File: src/rtl/arith_op_pkg.sv
// Shared encodings for the arithmetic sequencer: opcodes, FSM states, default width.
package arith_op_pkg;

  localparam int DATA_W_DEFAULT = 8;

  typedef enum logic [1:0] {
    OP_ADD = 2'd0,
    OP_SUB = 2'd1,
    OP_MUL = 2'd2,
    OP_DIV = 2'd3
  } op_e;

  typedef enum logic [1:0] {
    ST_IDLE = 2'd0,
    ST_DIV  = 2'd1,
    ST_DONE = 2'd2
  } state_e;

endpackage

File: src/rtl/seq_divider.sv
// Iterative restoring divider: one quotient bit per cycle, DATA_W cycles per divide.
module seq_divider #(
  parameter int DATA_W = 8
) (
  input  logic              clk,
  input  logic              reset,
  input  logic              start,
  input  logic [DATA_W-1:0] dividend,
  input  logic [DATA_W-1:0] divisor,
  output logic              done,
  output logic [DATA_W-1:0] quotient,
  output logic [DATA_W-1:0] remainder
);

  localparam int CNT_W = $clog2(DATA_W);
  localparam logic [CNT_W-1:0] LAST = CNT_W'(DATA_W - 1);

  logic              busy;
  logic [CNT_W-1:0]  cnt;
  logic [DATA_W-1:0] rem_q;
  logic [DATA_W-1:0] quo_q;
  logic [DATA_W-1:0] dvs_q;

  logic [DATA_W:0]   partial;
  logic [DATA_W:0]   diff;
  logic              fits;
  logic [DATA_W-1:0] rem_next;
  logic [DATA_W-1:0] quo_next;

  // quo_q doubles as the dividend shift register; its MSB feeds the partial remainder.
  always_comb begin
    partial  = {rem_q, quo_q[DATA_W-1]};
    diff     = partial - {1'b0, dvs_q};
    fits     = (partial >= {1'b0, dvs_q});
    rem_next = fits ? diff[DATA_W-1:0] : partial[DATA_W-1:0];
    quo_next = {quo_q[DATA_W-2:0], fits};
  end

  // done marks the cycle of the final step; quotient/remainder are that step's results.
  assign done      = busy && (cnt == LAST);
  assign quotient  = quo_next;
  assign remainder = rem_next;

  always_ff @(posedge clk) begin
    if (reset) begin
      busy  <= 1'b0;
      cnt   <= '0;
      rem_q <= '0;
      quo_q <= '0;
      dvs_q <= '0;
    end else if (start) begin
      busy  <= 1'b1;
      cnt   <= '0;
      rem_q <= '0;
      quo_q <= dividend;
      dvs_q <= divisor;
    end else if (busy) begin
      rem_q <= rem_next;
      quo_q <= quo_next;
      cnt   <= cnt + 1'b1;
      if (done) busy <= 1'b0;
    end
  end

endmodule

File: src/rtl/arith_op_sequencer.sv
// Single-request add/sub/mul/div sequencer with a valid/ready result hold.
// Divider is built only when ARITH_OP_SEQ_DIV_EN is defined.
module arith_op_sequencer
  import arith_op_pkg::*;
#(
  parameter int DATA_W = DATA_W_DEFAULT
) (
  input  logic              i_clk,
  input  logic              i_reset,
  input  logic              i_valid,
  output logic              o_ready,
  input  logic [1:0]        i_op,
  input  logic [DATA_W-1:0] i_value_a,
  input  logic [DATA_W-1:0] i_value_b,
  output logic              o_valid,
  input  logic              i_ready,
  output logic [DATA_W-1:0] o_result,
  output logic [DATA_W-1:0] o_result_hi,
  output logic              o_error,
  output logic              o_busy
);

  // Handshakes: a request transfers on a rising edge with i_valid && o_ready;
  // a result transfers on a rising edge with o_valid && i_ready. Each side holds until then.

  state_e state, next_state;
  logic   accept;

  logic [DATA_W:0]     sum;
  logic [DATA_W:0]     diff;
  logic [2*DATA_W-1:0] prod;

  logic [DATA_W-1:0] res_lo;
  logic [DATA_W-1:0] res_hi;
  logic              res_err;

`ifdef ARITH_OP_SEQ_DIV_EN
  logic              div_start;
  logic              div_done;
  logic [DATA_W-1:0] div_quo;
  logic [DATA_W-1:0] div_rem;

  assign div_start = accept && (op_e'(i_op) == OP_DIV) && (i_value_b != '0);

  seq_divider #(.DATA_W(DATA_W)) u_div (
    .clk       (i_clk),
    .reset     (i_reset),
    .start     (div_start),
    .dividend  (i_value_a),
    .divisor   (i_value_b),
    .done      (div_done),
    .quotient  (div_quo),
    .remainder (div_rem)
  );
`endif

  always_ff @(posedge i_clk) begin
    if (i_reset) state <= ST_IDLE;
    else         state <= next_state;
  end

  always_comb begin
    next_state = state;
    accept     = i_valid && (state == ST_IDLE);
    unique case (state)
      ST_IDLE: begin
        if (accept) begin
`ifdef ARITH_OP_SEQ_DIV_EN
          if (op_e'(i_op) == OP_DIV && i_value_b != '0) next_state = ST_DIV;
          else                                          next_state = ST_DONE;
`else
          next_state = ST_DONE;
`endif
        end
      end
`ifdef ARITH_OP_SEQ_DIV_EN
      ST_DIV:  if (div_done) next_state = ST_DONE;
`endif
      ST_DONE: if (i_ready) next_state = ST_IDLE;
      default: next_state = ST_IDLE;
    endcase
  end

  always_comb begin
    sum  = {1'b0, i_value_a} + {1'b0, i_value_b};
    diff = {1'b0, i_value_a} - {1'b0, i_value_b};
    prod = i_value_a * i_value_b;
  end

  // Result registers only change on accept or divider completion, so they hold outside DONE.
  always_ff @(posedge i_clk) begin
    if (i_reset) begin
      res_lo  <= '0;
      res_hi  <= '0;
      res_err <= 1'b0;
    end else if (accept) begin
      res_err <= 1'b0;
      unique case (op_e'(i_op))
        OP_ADD: begin
          res_lo <= sum[DATA_W-1:0];
          res_hi <= {{(DATA_W-1){1'b0}}, sum[DATA_W]};
        end
        OP_SUB: begin
          res_lo <= diff[DATA_W-1:0];
          res_hi <= {{(DATA_W-1){1'b0}}, diff[DATA_W]};
        end
        OP_MUL: begin
          res_lo <= prod[DATA_W-1:0];
          res_hi <= prod[2*DATA_W-1:DATA_W];
        end
        OP_DIV: begin
`ifdef ARITH_OP_SEQ_DIV_EN
          if (i_value_b == '0) begin
            res_lo  <= '1;
            res_hi  <= i_value_a;
            res_err <= 1'b1;
          end
`else
          res_lo  <= '0;
          res_hi  <= '0;
          res_err <= 1'b1;
`endif
        end
      endcase
`ifdef ARITH_OP_SEQ_DIV_EN
    end else if (div_done) begin
      res_lo  <= div_quo;
      res_hi  <= div_rem;
      res_err <= 1'b0;
`endif
    end
  end

  assign o_ready     = (state == ST_IDLE);
  assign o_valid     = (state == ST_DONE);
  assign o_busy      = (state != ST_IDLE);
  assign o_result    = res_lo;
  assign o_result_hi = res_hi;
  assign o_error     = res_err;

endmodule

File: config.mk
export PLATFORM = sky130hd
export DESIGN_NAME = arith_op_sequencer
export DESIGN_NICKNAME = d
export VERILOG_FILES = /design/src/rtl/arith_op_pkg.sv /design/src/rtl/seq_divider.sv /design/src/rtl/arith_op_sequencer.sv
export SDC_FILE = /design/constraint.sdc
export NUM_CORES = 1
export LEC_CHECK = 0
export ABC_CLOCK_PERIOD_IN_PS = 6700
export BUFFER_PORTS_ARGS = -buffer_cell sky130_fd_sc_hd__buf_4
export CAP_MARGIN = 20
export CORE_MARGIN = 3
export CORE_UTILIZATION = 40
export CTS_CLUSTER_DIAMETER = 30
export DETAILED_ROUTE_END_ITERATION = 10
export GPL_ROUTABILITY_DRIVEN = 0
export GPL_TIMING_DRIVEN = 0
export HOLD_SLACK_MARGIN = 0.12
export PLACE_DENSITY = 0.63
export SLEW_MARGIN = 20
export SYNTH_ARGS = -nofsm -noshare
export SYNTH_HDL_FRONTEND = slang
export SYNTH_SLANG_ARGS = --single-unit
File: constraint.sdc
create_clock -name i_clk -period 6.7 [get_ports i_clk]
set_clock_uncertainty 0.15 [all_clocks]
set_input_delay 1.675 -clock i_clk [delete_from_list [all_inputs] [get_ports i_clk]]
set_output_delay 1.675 -clock i_clk [all_outputs]
set_load 0.01 [all_outputs]
# Word-level counts from Yosys, hierarchy flattened
# Index checks and enable logic that the tools add are counted.
word_totals:
  register_bits: 19
  latchBits: 0
  ram_bits: 0
  rom_bits: 0
  input_bits: 22
  output_inout_bits: 20
  elab_cells: 24
  mem_count: 0
classes:
  n_addsub: 2
  n_mul: 1
  div: 0
  order_cmp: 0
  n_eq_ne: 6
  n_shift: 0
  mux: 6
  n_bitwise: 0
  n_reduce_logical: 5
op_table:
  columns: ["operator", "n"]
  rows:
  - ["8-bit case mux with 4 select lines", 2]
  - ["8-bit by 8-bit multiplier with 16-bit output", 1]
  - ["8-bit by 8-bit adder with 9-bit output", 1]
  - ["8-bit by 8-bit subtractor with 9-bit output", 1]
  - ["2-bit == test (second input constant)", 3]
  - ["2-bit logical NOT", 2]
  - ["2-bit 2-to-1 mux", 2]
  - ["2-bit by 1-bit != test with 1-bit output (second input constant)", 2]
  - ["2-bit case mux with 2 select lines", 1]
  - ["2-bit by 1-bit == test with 1-bit output (second input constant)", 1]
  - ["2-bit AND reduction", 1]
  - ["2-bit nonzero test", 1]
  - ["1-bit logical AND", 1]
  - ["1-bit 2-to-1 mux", 1]

# Logic depth before layout (Yosys ltp)
depth:
  depth_word: 4
  ltp_mapped: 16
  depth_no_buf: 16

# Worst setup path before layout
# Ideal clock, no wire load.
synth_timing:
  kind: "input to register"
  startpoint: "input port i_value_a[4]"
  endpoint: "register res_hi[6], in the netlist o_result_hi[6]"
  setup_ns: 0.117
  arrival_time_ns: 5.281
  required_ns: 6.433
  setup_slack_ns: 1.152
  cell_stages: 13
  n_path_buf: 0
  cell_sequence: "ha_1 fa_1 fa_1 fa_1 inv_1 fa_1 inv_1 ha_1 o21a_1 o21ai_0 nor3b_1 or3_1 a32o_1"
synth_between:
  elab_chain_cells: 2
synth_rtl:
  columns: ["element", "line", "rtl"]
  rows:
  - ["start: declaration", "arith_op_sequencer.sv:13", "input logic [DATA_W-1:0] i_value_a,"]
  - ["8-bit by 8-bit multiplier with 16-bit output", "arith_op_sequencer.sv:87", "prod = i_value_a * i_value_b;"]
  - ["8-bit case mux with 4 select lines", "arith_op_sequencer.sv:98", "unique case (op_e'(i_op))"]
  - ["end signal: assignment", "arith_op_sequencer.sv:101", "res_hi <= {{(DATA_W-1){1'b0}}, sum[DATA_W]};"]
  - ["end signal: assignment", "arith_op_sequencer.sv:105", "res_hi <= {{(DATA_W-1){1'b0}}, diff[DATA_W]};"]
  - ["end signal: assignment", "arith_op_sequencer.sv:109", "res_hi <= prod[2*DATA_W-1:DATA_W];"]
  - ["end: declaration", "arith_op_sequencer.sv:34", "logic [DATA_W-1:0] res_hi;"]
# No other way between the ends.
# A chain may end at the register's enable or synchronous reset.

# Worst setup path in the final report
layout_timing:
  startpoint: "input port i_value_a[4]"
  endpoint: "register res_hi[7], in the netlist o_result_hi[7]"
# Same word-level chain as after synthesis.

==> flow_summary.yaml <==
layout:
  final_area_um2: 4150
  layout.nets: 605
  final-instance-count-excl-fill: 599
  diodes: 0
  final_cell_mix: "inv_1 (68), ha_1 (52), buf_4 (42)"
  syn_to_final_growth_pct: 13.2
  final_common_cell: "inv_1"
  fin_util_pct: 47.1
  drive_gt1_share_pct: 12.0
clocking:
  h-tree-depth: 1
  cts_sinks: 18
  root_buffer: "clkbuf_8"
  numCtsBuffers: 3
  clk_pin_slew_ns: 0.07
  cts_tree: "built"
  clk_path_buf_depth: 2
  postCtsHoldBufs: 0
  clk_latency_ns: 0.25
  post-cts-setup-buffer-count: 0
  cts_resized: 0
grt:
  grt_max_degree: 11
  antenna_found_initial: 0
  grt_pass1_wl_um: 16000
  grt_usage_pct: 19.3
  grt_pass1_vias: 3316
  grt_overflow_total: 0
worst_setup_path:
  path_max_fanout: 9
  cp_slowest_cell: "fa_1"
  slowest_delay_ns: 0.58
  cp-start-kind: "input pin"
  crit_top_cell: "fa_1"
  cp_cell_sequence: "buf_4 > ha_1 > fa_1 > fa_1 > fa_1 > inv_1 > fa_1 > inv_1 > ha_1 > o21ai_0 > a211oi_1 > a221oi_1 > xnor2_1 > o21ai_0"
  critPathRequiredTime_ns: 6.69
  cp-end-kind: "flip-flop"
  worstPathArrival_ns: 5.76
  crit_type: "in2reg"
pwr:
  p_int_uw: 417
  power_density_nw_per_um2: 198
  leakagePower_nw: 2.00
  p_clk_share_pct: 9.3
  ir_worst_vdd_mv: 0.144
  p_comb_share_pct: 75.5
  power_frac_seq_pct: 15.2
  switching_share_pct: 49.1
  switching_power_uw: 403
synth:
  syn_avg_cell_area_um2: 8.20
  ys_ff_latch: 18
  synth_ff_type: "dfxtp_1"
  synth_cells: 447
  ys_types: 60
  yosys_warnings: 0
  ys_seq_area_share_pct: 9.84
  synth-async-reset-ratio_pct: 0
  postSynthNetCount: 559
  synth_edf_count: 0
  synth.cell_area_um2: 3660
timing:
  fin_crit_sh_pct: 86.2
  hold_viol: 0
  finalSetupViolations: 0
  finalMaxSlewViolations: 0
  fin_tns_setup_ns: 0
  setup_ws_ns: 0.928
  slew_headroom_pct: 64.0
  tightestPinTransition_ns: 0.537
  finalCriticalPeriod_ns: 5.77
  fmax_mhz: 173
  rsz0062_at_grt: "false"
place:
  place_area_um2: 4110
  dp_worst_setup_slack_ns: 0.639
  hpwl_um: 7770
  portBuffers: 41
  dp_cells: 596
routing:
  ant_nets: 0
  firstDrtPassIters: 5
  top_layer: "met4"
  wl_met2_um: 4790
  wl_per_cell_um: 15.7
  wl_met3_um: 323
  vias: 3299
  drc: 0
  viasPerCell: 5.51
  wl_met1_um: 4200
  finalWirelength_um: 9390
  drt_iter0_markers: 172
die:
  core-area_um2: 8810
  io_pins: 42
  std_cell_rows: 34
  die_w_um: 102
  start_util_pct: 41.6
  die-area_um2: 10300
  die_height_um: 102
job:
  drv_cap: 0
status:
  status: "finished, final reports clean"
min_path:
  holdCritPathClass: "reg2reg"
-- critical path, delay by kind of cell --
| family | cells | cell delay, ns |
|---|---|---|
| fa+ha+maj | 6 | 2.84 |
| compound gates | 4 | 0.82 |
| xor+xnor | 1 | 0.17 |
| buf+inv | 3 | 0.26 |
-- logic make-up (layout without fill, tap and decap cells) --
kind of cell	count (synthesis)	in the layout	synth area share, %
AOI/OAI and AO/OA	90	90	17.2
xor gates and xnor gates	9	9	2.15
adders and majority gates	90	90	38.5
buffers and inverters	83	127	9.02
DFF	18	18	9.84
muxes	5	5	1.37
and+or+nand+nor	152	152	21.9
-- per-layer routing --
metal / vias to the layer above / GRT usage, %
li1: 1592 / -
met5: - / 0
met4: 0 / 2.04
met3: 6 / 2.34
met1: 1634 / 25.7
met2: 67 / 34.4
-- flip-flops by register name, indices dropped and copies added (netlist names) --
name         count
o_result_hi      8
o_result         8
o_error          1
state            1
-- cell type report --
cell class	instances	area, µm²
plain buffers	15	75.1
clock buffers	3	41.3
fillers	900	4660
inverters	68	255
multi-input cells	346	2970
flip-flops and latches	18	360
well taps	108	135
repair buffers	41	308
-- synth_stat cells (all sizes together), types with 2 or more instances --
master    n  area share [%]
nand2    32             3.3
clkbuf    7            0.75
o21a      2            0.41
nor3b     6             1.2
a31oi     2            0.34
buf       8             1.3
or3       3            0.51
and2     34             5.8
fa       38              21
a2111oi   2            0.48
a221oi    3            0.72
nor2b     6             1.0
nand2b   11             2.1
nor2     31             3.2
o211ai    5             1.0
nand3b    2            0.41
or4       3            0.61
nand3     6            0.82
nor3     11             1.5
and3      3            0.51
a21oi    21             3.3
xor2      6             1.4
o31ai     3            0.75
dfxtp    18             9.8
o21ai    22             3.0
ha       52              18
a211oi    5             1.0
o21bai    5             1.0
inv      68             7.0
xnor2     3            0.72
a311oi    5             1.2
o41ai     2            0.68
mux2i     5             1.4
-- path summary, 6_finish.rpt --
| check | from | end | slack, ns | cells after the start |
|---|---|---|---|---|
| worst min-delay path | o_error$_SDFFE_PP0P_ | o_error$_SDFFE_PP0P_ | 0.30 | 2 |
| worst max register to register | state[1]$_SDFFE_PP0P_ | o_result_hi[4]$_SDFFE_PP0P_ | 4.87 | 5 |
| worst max-delay path | i_value_a[4] | o_result_hi[7]$_SDFFE_PP0P_ | 0.93 | 14 |
| worst min register to register | o_error$_SDFFE_PP0P_ | o_error$_SDFFE_PP0P_ | 0.30 | 2 |
-- stage by stage --
step	power, mW	hold WS [ns]
2_1_floorplan	0.576	0.326
3_3_place_gp	0.736	0.296
3_5_place_dp	0.748	0.299
4_1_cts	0.828	0.309
5_1_grt	0.924	0.317
6_report	0.820	0.304
-- power by group through the flow --
| stage | Combinational (mW) | Sequential (mW) | Clock, mW |
|---|---|---|---|
| floorplan | 0.444 | 0.132 | 0 |
| global placement | 0.609 | 0.127 | 0 |
| detailed placement | 0.620 | 0.128 | 0 |
| CTS | 0.624 | 0.125 | 0.0784 |
| global route | 0.714 | 0.127 | 0.0832 |
| finish | 0.619 | 0.125 | 0.0762 |
No activity file was read; power rests on OpenSTA's default activity.
